File: config.mk
export PLATFORM = sky130hd
export DESIGN_NAME = slurm32_cpu_hazard_pipeline
export DESIGN_NICKNAME = d
export VERILOG_FILES = /design/src/rtl/slurm32_cpu_hazard_pipeline.sv
export SDC_FILE = /design/constraint.sdc
export NUM_CORES = 1
export LEC_CHECK = 0
export CELL_PAD_IN_SITES_DETAIL_PLACEMENT = 1
export CELL_PAD_IN_SITES_GLOBAL_PLACEMENT = 2
export CORE_UTILIZATION = 29
export CTS_CLUSTER_SIZE = 12
export DETAILED_ROUTE_END_ITERATION = 10
export PLACE_DENSITY = 0.74
export SYNTH_ARGS = -nofsm -noshare
export SYNTH_HDL_FRONTEND = slang
export SYNTH_SLANG_ARGS = --single-unit
File: constraint.sdc
create_clock -name CLK -period 1.9 [get_ports CLK]
set_input_delay 0.285 -clock CLK [delete_from_list [all_inputs] [get_ports CLK]]
set_output_delay 0.285 -clock CLK [all_outputs]
set_load 0.1 [all_outputs]
File: src/rtl/slurm32_cpu_hazard_pipeline.sv
// SLURM32 hazard pipeline: carries the p0 hazard export through stages 1-3,
// stalls p0 / bubbles stage 1 on returned hazards, and tracks stall statistics.
module slurm32_cpu_hazard_pipeline #(
    parameter int unsigned REGISTER_BITS  = 8,
    parameter int unsigned STALL_CNT_BITS = 16,
    parameter int unsigned MAX_STALL      = 3
) (
    input  logic                      CLK,
    input  logic                      RSTb,
    input  logic [REGISTER_BITS-1:0]  hazard_reg0,
    input  logic                      modifies_flags0,
    input  logic                      valid0,
    input  logic                      hazard_1,
    input  logic                      hazard_2,
    input  logic                      hazard_3,
    input  logic                      flush,
    input  logic                      mem_stall,
    output logic [REGISTER_BITS-1:0]  hazard_reg1,
    output logic [REGISTER_BITS-1:0]  hazard_reg2,
    output logic [REGISTER_BITS-1:0]  hazard_reg3,
    output logic                      modifies_flags1,
    output logic                      modifies_flags2,
    output logic                      modifies_flags3,
    output logic                      stall_p0,
    output logic                      bubble_p1,
    output logic [1:0]                pipe_state,
    output logic [STALL_CNT_BITS-1:0] stall_cycles,
    output logic                      hazard_error
);

    localparam int unsigned RUN_BITS   = $clog2(MAX_STALL + 2);
    localparam logic [1:0]  ST_RUN     = 2'd0;
    localparam logic [1:0]  ST_STALL   = 2'd1;
    localparam logic [1:0]  ST_FROZEN  = 2'd2;

    logic [1:0]                r_state;
    logic [1:0]                w_state_nxt;
    logic                      w_haz_any;
    logic                      w_hazard;
    logic [REGISTER_BITS-1:0]  r_reg1, r_reg2, r_reg3;
    logic                      r_mf1, r_mf2, r_mf3;
    logic [STALL_CNT_BITS-1:0] r_stall_cnt;
    logic [STALL_CNT_BITS-1:0] w_stall_cnt_inc;
    logic [RUN_BITS-1:0]       r_run;
    logic [RUN_BITS-1:0]       w_run_inc;
    logic                      r_err;

    assign w_haz_any = hazard_1 | hazard_2 | hazard_3;
    assign w_hazard  = w_haz_any & valid0;

    // Both counters saturate rather than wrap.
    assign w_stall_cnt_inc = (r_stall_cnt == '1) ? r_stall_cnt
                                                 : r_stall_cnt + STALL_CNT_BITS'(1);
    assign w_run_inc = (r_run == RUN_BITS'(MAX_STALL + 1)) ? r_run
                                                           : r_run + RUN_BITS'(1);

    always_ff @(posedge CLK or negedge RSTb) begin
        if (!RSTb) begin
            r_state <= ST_RUN;
        end else begin
            r_state <= w_state_nxt;
        end
    end

    always_comb begin
        w_state_nxt = ST_RUN;
        if (mem_stall) begin
            w_state_nxt = ST_FROZEN;
        end else if (flush) begin
            w_state_nxt = ST_RUN;
        end else if (w_hazard) begin
            w_state_nxt = ST_STALL;
        end
    end

    // Stall/bubble depend only on this cycle's inputs, not on the state.
    always_comb begin
        stall_p0  = 1'b0;
        bubble_p1 = 1'b0;
        stall_p0  = mem_stall | (w_haz_any & ~flush & valid0);
        bubble_p1 = ~mem_stall & (flush | ~valid0 | w_haz_any);
    end

    always_ff @(posedge CLK or negedge RSTb) begin
        if (!RSTb) begin
            r_reg1      <= '0;
            r_reg2      <= '0;
            r_reg3      <= '0;
            r_mf1       <= 1'b0;
            r_mf2       <= 1'b0;
            r_mf3       <= 1'b0;
            r_stall_cnt <= '0;
            r_run       <= '0;
            r_err       <= 1'b0;
        end else if (!mem_stall) begin
            r_reg3 <= r_reg2;
            r_mf3  <= r_mf2;
            if (flush) begin
                // p0 and stage 1 are squashed; the branch in stage 2 retires.
                r_reg2 <= '0;
                r_mf2  <= 1'b0;
                r_reg1 <= '0;
                r_mf1  <= 1'b0;
                r_run  <= '0;
            end else if (w_hazard) begin
                r_reg2      <= r_reg1;
                r_mf2       <= r_mf1;
                r_reg1      <= '0;
                r_mf1       <= 1'b0;
                r_stall_cnt <= w_stall_cnt_inc;
                r_run       <= w_run_inc;
                if (32'(w_run_inc) > MAX_STALL) begin
                    r_err <= 1'b1;
                end
            end else begin
                r_reg2 <= r_reg1;
                r_mf2  <= r_mf1;
                r_reg1 <= valid0 ? hazard_reg0 : '0;
                r_mf1  <= valid0 & modifies_flags0;
                r_run  <= '0;
            end
        end
    end

    assign hazard_reg1     = r_reg1;
    assign hazard_reg2     = r_reg2;
    assign hazard_reg3     = r_reg3;
    assign modifies_flags1 = r_mf1;
    assign modifies_flags2 = r_mf2;
    assign modifies_flags3 = r_mf3;
    assign pipe_state      = r_state;
    assign stall_cycles    = r_stall_cnt;
    assign hazard_error    = r_err;

endmodule
### Yosys cells after proc, flatten, opt, wreduce, memory -nomap -nowiden

Index checks and enable logic that the tools add are counted.

* bits in registers: 49
* word-level logic and storage cells: 44

* add/sub/neg operators: 2
* $lt $le $gt $ge: 1
* equality and inequality tests: 2
* multiplexer cells: 13
* bitwise gates (word level): 14
* reductions and logical operators: 2

Operators by type and width (number)
* two-way mux 8 bit: 4
* adder 16 x 1 -> 16 bit (second input constant): 1
* == test 16 bit (second input constant): 1
* two-way mux 3 bit: 3
* AND reduction 4 bit: 2
* AND 1 bit: 5
* two-way mux 1 bit: 5
* OR 1 bit: 5
* NOT 1 bit: 4
* adder 3 x 1 -> 3 bit (second input constant): 1
* == test 3 bit (second input constant): 1
* greater-than comparator 3 x 2 -> 1 bit (second input constant): 1
* two-way mux 2 bit: 1

### Logic depth before layout (Yosys ltp)

Gate-level depths: netlist of the first run.

* depth after elaboration: 6
* mapped depth: 6

### Worst setup path after synthesis of the first run

OpenSTA, ideal clock, no wires.

* path kind: input -> output
* start: in flush
* end: out stall_p0
* data arrival time: 2.754 ns
* slack: -1.139 ns
* cell stages on the path: 3
* cells stage by stage: buf_2 nand2b_1 o21ai_0

* word-level cells in the longest chain between the ends: 4

RTL lines
* start: declaration: line 16 `input logic flush,`
* NOT 1 bit (no source line)
* AND 1 bit (2 in series): line 80 `stall_p0 = mem_stall | (w_haz_any & ~flush & valid0);`
* OR 1 bit: line 80
* end: declaration: line 24 `output logic stall_p0,`

Every way passes these cells.

### Worst setup path in the final report of the first run

* start: in hazard_1
* end: out bubble_p1

* word-level cells in the longest chain between the ends: 4

RTL lines
* start: declaration: line 13 `input logic hazard_1,`
* OR 1 bit (2 in series): line 48 `assign w_haz_any = hazard_1 | hazard_2 | hazard_3;`
* OR 1 bit: line 81 `bubble_p1 = ~mem_stall & (flush | ~valid0 | w_haz_any);`
* AND 1 bit: line 81
* end: declaration: line 25 `output logic bubble_p1,`

Every way passes these cells.

==> results of run 1 <==
## placed cells by master (no fill, tap or decap), types with 6 or more instances in the layout
| cell type | count |
|---|---|
| buf_12 | 6 |
| clkdlybuf4s50_1 | 13 |
| a22o_1 | 11 |
| dfrtp_4 | 6 |
| o21ai_0 | 9 |
| xor2_1 | 14 |
| nand2b_1 | 8 |
| buf_4 | 59 |
| dfrtp_1 | 33 |
| nand2_1 | 15 |
| mux2_2 | 9 |
| dfrtp_2 | 10 |
| a211oi_1 | 6 |
## power by group
group / switching [mW] / internal [mW]
sequential: 0.135 / 1.14
clock: 0.354 / 0.523
combinational: 0.682 / 0.301
total: 1.17 / 1.96
## worst paths after layout
path,end,depth (start not counted),from,slack (ns)
setup / recovery,bubble_p1,6,hazard_1,0.05
hold / removal,hazard_reg3[5]$_DFFE_PN0N_,2,RSTb,0.45
setup reg to reg,stall_cycles[12]$_DFFE_PN0P_,5,stall_cycles[0]$_DFFE_PN0P_,0.18
hold reg to reg,stall_cycles[9]$_DFFE_PN0P_,1,stall_cycles[9]$_DFFE_PN0P_,0.50
max in group asynchronous,stall_cycles[10]$_DFFE_PN0P_,3,RSTb,0.92
min in group CLK,pipe_state[0]$_DFF_PN0_,5,mem_stall,0.46
## cell type report
class | count | area, um^2
inverters | 5 | 18.77
repair buffers | 83 | 737.0
flip-flops and latches | 49 | 1261
fillers | 804 | 4010
multi-input cells | 120 | 929.6
well taps | 99 | 123.9
clock buffers | 5 | 68.82
clock inverters | 3 | 65.06
## through the flow
step	cell area [um^2]	instances	hold slack [ns]	setup slack, ns
detailed placement	3025	354	0.2513	-0.1588
finish	3204	364	0.4474	0.05352
floorplan	2222	182	-0.01059	0.04901
global placement	3025	354	0.2530	-0.09421
CTS	3192	364	0.4575	0.008738
global route	3204	364	0.4730	0.01254
## worst register-to-register path: cells and delay by family (launching register included)
kind	cells	cell delay, ns
simple gates	2	0.66
flops	1	0.48
compound gates	1	0.18
fa+ha+maj	1	0.16
xor+xnor	1	0.16
## registers in the layout (all words and copies together) (netlist names)
name and count:
stall_cycles 16, hazard_reg1 8, hazard_reg2 8, hazard_reg3 8, r_run 3, pipe_state 2, hazard_error 1, modifies_flags1 1
modifies_flags2 1, modifies_flags3 1
## cells by family after synthesis
kind of cell	after synthesis	share of synthesized area, %
compound gates	36	12.09
xor+xnor	14	5.668
fa+ha+maj	3	1.735
buf+inv	13	2.429
flops	49	56.68
mux	12	6.189
simple gates	55	15.21
## what timing repair did
action                     CTS  global route
hold buffers                 1             0
setup endpoints to repair    1             5
pin swaps                    1             2
resized for setup            4             3
setup buffers                1             0
hold endpoints to repair    17             0
## layer usage
metal  vias up  GRT usage (%)  share of wire, %
met3         2          2.985               3.2
met1       822          19.53                45
met5         -              0                 0
li1        823              -                 -
met2        31          25.24                51
met4         0          3.666              0.59
==> summary.md, run 1 <==
| Metric | Value |
|---|---|
| Status | `finished clean` |
| Drt total wl | `5404 um` |
| Period Utilization, post-route | `97.18%` |
| Initial Util | `29.99%` |
| Synth top area share | `56.68%` |
| Slew headroom | `70.47%` |
| Post-synth EDFFs | `0` |
| Pre-Repair DR Iteration Count | `4` |
| Crit path required time | `1.62 ns` |
| CP bufs+invs | `3` |
| Total chip power | `3.136 mW` |
| Fin crit period | `1.846 ns` |
| H-Tree Depth | `2` |
| Routed vias | `1678` |
| TritonCTS clock tree | `yes` |
| Peak VDD IR | `1.147 mV` |
| CTS Buf Count | `5` |
| Critical Path Max Stage Delay | `0.42 ns` |
| Syn Nets | `202` |
| Commonest cells post-synth | `49 x dfrtp_1, 15 x nand2_1, 14 x xor2_1` |
| First-pass GRT wire length | `8742 um` |
| Crit-path cells | `clkdlybuf4s50_1 > or3_4 > buf_6 > nor2_4 > nor2_4 > buf_12` |
| HPWL after DPL | `4020 um` |
| Area grow syn2layout | `48.12%` |
| HP Class | `in2async` |
| Area contributors post-synth | `dfrtp_1 57%, xor2_1 5.7%, mux2_2 4.7%` |
| Startpoint Class | `primary input` |
| Cells after Synth | `182` |
| Synth area leader | `dfrtp_1` |
| IO Pins | `65` |
| CP Class | `in2out` |
| Worst clock skew | `0.006983 ns` |
| Number of max-cap violations | `0` |
| GRT Overall Usage | `14.89%` |
| Per-cell routed wire length | `14.85 um` |
| Die area | `7809 um^2` |
| Final Max Tran Viols | `0` |
| Vias in the first global route | `1656` |
| NumNets Final | `284` |
| Post-synth top flop | `dfrtp_1` |
| Register area share after synthesis | `56.68%` |
| Pin count of the biggest net entering global routing | `43` |
| Count leader, synth | `dfrtp_1` |
| Synth unique cells | `36` |
| GPL Wtd Cong | `0.8195` |
| Core area | `7214 um^2` |
| Vias per cell | `4.610` |
| Initial DRC Count | `52` |
| CTS root buf | `clkbuf_8` |
| Post-synth design cell area | `2163 um^2` |
| RSZ-0062 raised after global routing | `no` |
| Gr ovfl total | `0` |
| Crit end category | `primary output` |
| Die Y | `88.37 um` |
| Post-DRT Antenna Nets | `0` |
| Number of diodes | `0` |
| Pwr Density | `978.7 nW/um^2` |
| Sink Count | `49` |
| CP Max Fanout | `2` |
| Synth Area per Inst | `11.89 um^2` |
| CP delay by family, top | `buffers and inverters` |
| TNS Setup | `0 ns` |
| Share of layout cells above drive strength 1 | `43.77%` |
| Clk buf depth | `2` |
| Leakage power | `1.527 nW` |
| I/O Buffers | `64` |
| Final core utilization | `44.42%` |
| Final setup viols | `0` |
| Max Fclk | `0.5416 GHz` |
| Crit-path slowest cell | `clkdlybuf4s50_1` |
| Clock latency on the worst-skew pair | `0.29 ns` |
| Final Hold Fails | `0` |
| WP data arrival | `1.56 ns` |
| # DRC | `0` |
| Initial antenna violation count | `0` |
| Rows | `31` |
| Die X | `88.37 um` |
| Flops & latches, synth | `49` |
| Worst slew pin tran | `0.4430 ns` |
| CP most frequent cell | `nor2_4` |
| Reg clk slew, reported paths | `0.09 ns` |
| Ys async rst share | `100.0%` |
| Ys Warns | `0` |
Power figures use the tool's default switching activity.
==> inputs of run 2 (changes only) <==
--- a/config.mk
+++ b/config.mk
@@ -7,10 +7,12 @@
 export LEC_CHECK = 0
 export CELL_PAD_IN_SITES_DETAIL_PLACEMENT = 1
 export CELL_PAD_IN_SITES_GLOBAL_PLACEMENT = 2
+export CORE_ASPECT_RATIO = 1.75
 export CORE_UTILIZATION = 29
 export CTS_CLUSTER_SIZE = 12
 export DETAILED_ROUTE_END_ITERATION = 10
 export PLACE_DENSITY = 0.74
+export REMOVE_ABC_BUFFERS = 1
 export SYNTH_ARGS = -nofsm -noshare
 export SYNTH_HDL_FRONTEND = slang
 export SYNTH_SLANG_ARGS = --single-unit
==> summary.md, run 2 (synthesis results as in run 1) <==
| Metric | Value |
|---|---|
| Share of layout cells above drive strength 1 | `39.18% (was 43.77%)` |
| Pre-Repair DR Iteration Count | `4 (unchanged)` |
| Initial DRC Count | `54 (was 52)` |
| GPL Wtd Cong | `0.7562 (was 0.8195)` |
| Sink Count | `49 (unchanged)` |
| Vias in the first global route | `1813 (was 1656)` |
| Vias per cell | `4.828 (was 4.610)` |
| Clock latency on the worst-skew pair | `0.29 ns (about the same)` |
| TritonCTS clock tree | `yes (unchanged)` |
| Number of diodes | `0 (unchanged)` |
| Switching Share | `35.58% (was 37.34%)` |
| Worst clock skew | `0.003515 ns (was 0.006983 ns)` |
| Leakage power | `1.579 nW (was 1.527 nW)` |
| RSZ-0062 raised after global routing | `no (unchanged)` |
| Peak VDD IR | `0.9829 mV (was 1.147 mV)` |
| Status | `finished clean (unchanged)` |
| Clock share of power | `33.8% (was 28.0%)` |
| IO Pins | `65 (unchanged)` |
| R2R Setup Slk | `0.15 ns (was 0.18 ns)` |
| P_int | `2.190 mW (was 1.965 mW)` |
| Clk buf depth | `2 (unchanged)` |
| WHS Endpoint | `hazard_reg2[1]$_DFFE_PN0N_` |
| H-Tree Depth | `2 (unchanged)` |
| Worst r2r src | `stall_cycles[0]$_DFFE_PN0P_ (unchanged)` |
| Slew headroom | `69.65% (was 70.47%)` |
| Most common cell after layout, fill and taps aside | `buf_4 (unchanged)` |
| Fin crit period | `1.791 ns (was 1.846 ns)` |
| CP Max Fanout | `4 (was 2)` |
| Core area | `7233 um^2 (was 7214 um^2)` |
| Die area | `7823 um^2 (was 7809 um^2)` |
| WP data arrival | `1.51 ns (was 1.56 ns)` |
| Die X | `67.29 um (was 88.37 um)` |
| Startpoint Class | `primary input (unchanged)` |
| Final Hold Fails | `0 (unchanged)` |
| Most frequent cells in the layout | `61 x buf_4, 49 x dfrtp_1, 15 x nand2_1 (was 59 x buf_4, 33 x dfrtp_1, 15 x nand2_1)` |
| Reg clk slew, reported paths | `0.07 ns (was 0.09 ns)` |
| Post-route insts no fill | `354 (was 364)` |
| Crit end category | `primary output (unchanged)` |
| Gate power share | `30.7% (was 31.4%)` |
| Crit path required time | `1.62 ns (about the same)` |
| HP Class | `in2reg (was in2async)` |
| Gr ovfl total | `0 (unchanged)` |
| R2R cell count | `6 (was 5)` |
| Final setup viols | `0 (unchanged)` |
| First-pass GRT wire length | `9252 um (was 8742 um)` |
| Postcts setup bufs | `0 (was 1)` |
| Routed vias | `1709 (was 1678)` |
| Power share of the sequential group | `35.6% (was 40.7%)` |
| Initial Util | `29.91% (was 29.99%)` |
| Final Max Tran Viols | `0 (unchanged)` |
| Per-cell routed wire length | `15.74 um (was 14.85 um)` |
| Placed Instances | `346 (was 354)` |
| Psw | `1.210 mW (was 1.171 mW)` |
| HPWL after DPL | `4269 um (was 4020 um)` |
| Drt total wl | `5571 um (was 5404 um)` |
| Period Utilization, post-route | `94.28% (was 97.18%)` |
| Worst Hold Launch | `flush` |
| RR Endpoint | `stall_cycles[6]$_DFFE_PN0P_ (was stall_cycles[12]$_DFFE_PN0P_)` |
| Worst slew pin tran | `0.4548 ns (was 0.4430 ns)` |
| Initial antenna violation count | `0 (unchanged)` |
| Total chip power | `3.400 mW (was 3.136 mW)` |
| Number of max-cap violations | `0 (unchanged)` |
| Max Fclk | `0.5582 GHz (was 0.5416 GHz)` |
| CP Class | `in2out (unchanged)` |
| NumNets Final | `287 (was 284)` |
| Largest register FFs | `16 (unchanged)` |
| Pin count of the biggest net entering global routing | `43 (unchanged)` |
| Die Y | `116.3 um (was 88.37 um)` |
| Area grow syn2layout | `49.86% (was 48.12%)` |
| GRT Overall Usage | `16.18% (was 14.89%)` |
| Critical path origin | `hazard_3 (was hazard_1)` |
| CTS root buf | `clkbuf_16 (was clkbuf_8)` |
| CTS Buf Count | `5 (unchanged)` |
| I/O Buffers | `64 (unchanged)` |
| Post-DRT Antenna Nets | `0 (unchanged)` |
| Rows | `41 (was 31)` |
| Pwr Density | `1049 nW/um^2 (was 978.7 nW/um^2)` |
| # DRC | `0 (unchanged)` |
| Hold path depth | `4` |
[run 2: cell types whose count changed in the layout (fill, tap and decap cells not counted), sizes merged]
cell	before	now
buf	68	71
[run 2: routing by layer]
metal	GRT usage, %	vias to the layer above	share of wire [%]
met1	18.13	834	39
met3	4.688	9	6.0
met2	27.67	48	53
met5	0	-	0
met4	7.234	0	2.3
li1	-	818	-
[run 2: final cells by class]
cell class              instances  area, um^2
inverters                       5       18.77
fillers                       780        3991
clock inverters                 3       65.06
repair buffers                 86       780.7
multi-input cells             120       918.4
flip-flops and latches         49        1226
clock buffers                   5       125.1
well taps                      86       107.6
[run 2: critical path, cell delays in order]
cell             delay (ns)
clkdlybuf4s50_1        0.42
or3_4                  0.43
nor2_2                 0.13
nor2_2                 0.06
buf_12                 0.19
[run 2: worst max path at each step]
stage	endpoint	slack [ns]	cells past startpoint
finish	bubble_p1	0.11	5
global route	stall_cycles[14]$_DFFE_PN0P_	0.008	4
CTS	stall_p0	0.02	6
detailed placement	stall_cycles[6]$_DFFE_PN0P_	-0.24	5
global placement	stall_cycles[6]$_DFFE_PN0P_	-0.26	5
floorplan	stall_p0	-0.99	2
[run 2: through the flow]
| step | setup slack, ns | utilization (%) | hold slack, ns | setup TNS (ns) | area, um^2 |
|---|---|---|---|---|---|
| 3_3_place_gp | -0.2611 | 41.65 | 0.2947 | -0.8312 | 3013 |
| 5_1_grt | 0.008013 | 44.82 | 0.5179 | 0 | 3242 |
| 3_5_place_dp | -0.2446 | 41.65 | 0.3030 | -0.8957 | 3013 |
| 4_1_cts | 0.01571 | 44.61 | 0.4872 | 0 | 3227 |
| 2_1_floorplan | -0.9864 | - | -0.01059 | -10.40 | 2130 |
| 6_report | 0.1086 | 44.82 | 0.4708 | 0 | 3242 |
[run 2: repair_timing]
| action | in CTS | in global routing |
|---|---|---|
| gates resized for setup | 7 | 3 |
| setup endpoints to repair | 3 | 2 |
| hold buffers | 1 | 0 |
| pin swaps | 1 | 0 |
| hold endpoints to repair | 25 | 0 |
[run 2: power groups by stage]
stage / Clock, mW / Combinational (mW) / Sequential [mW]
final: 1.15 / 1.04 / 1.21
after global routing: 1.21 / 1.09 / 1.22
after CTS: 1.18 / 1.06 / 1.21
after detailed placement: 0 / 1.05 / 1.23
after global placement: 0 / 1.04 / 1.23
after floorplan: 0 / 0.138 / 1.72
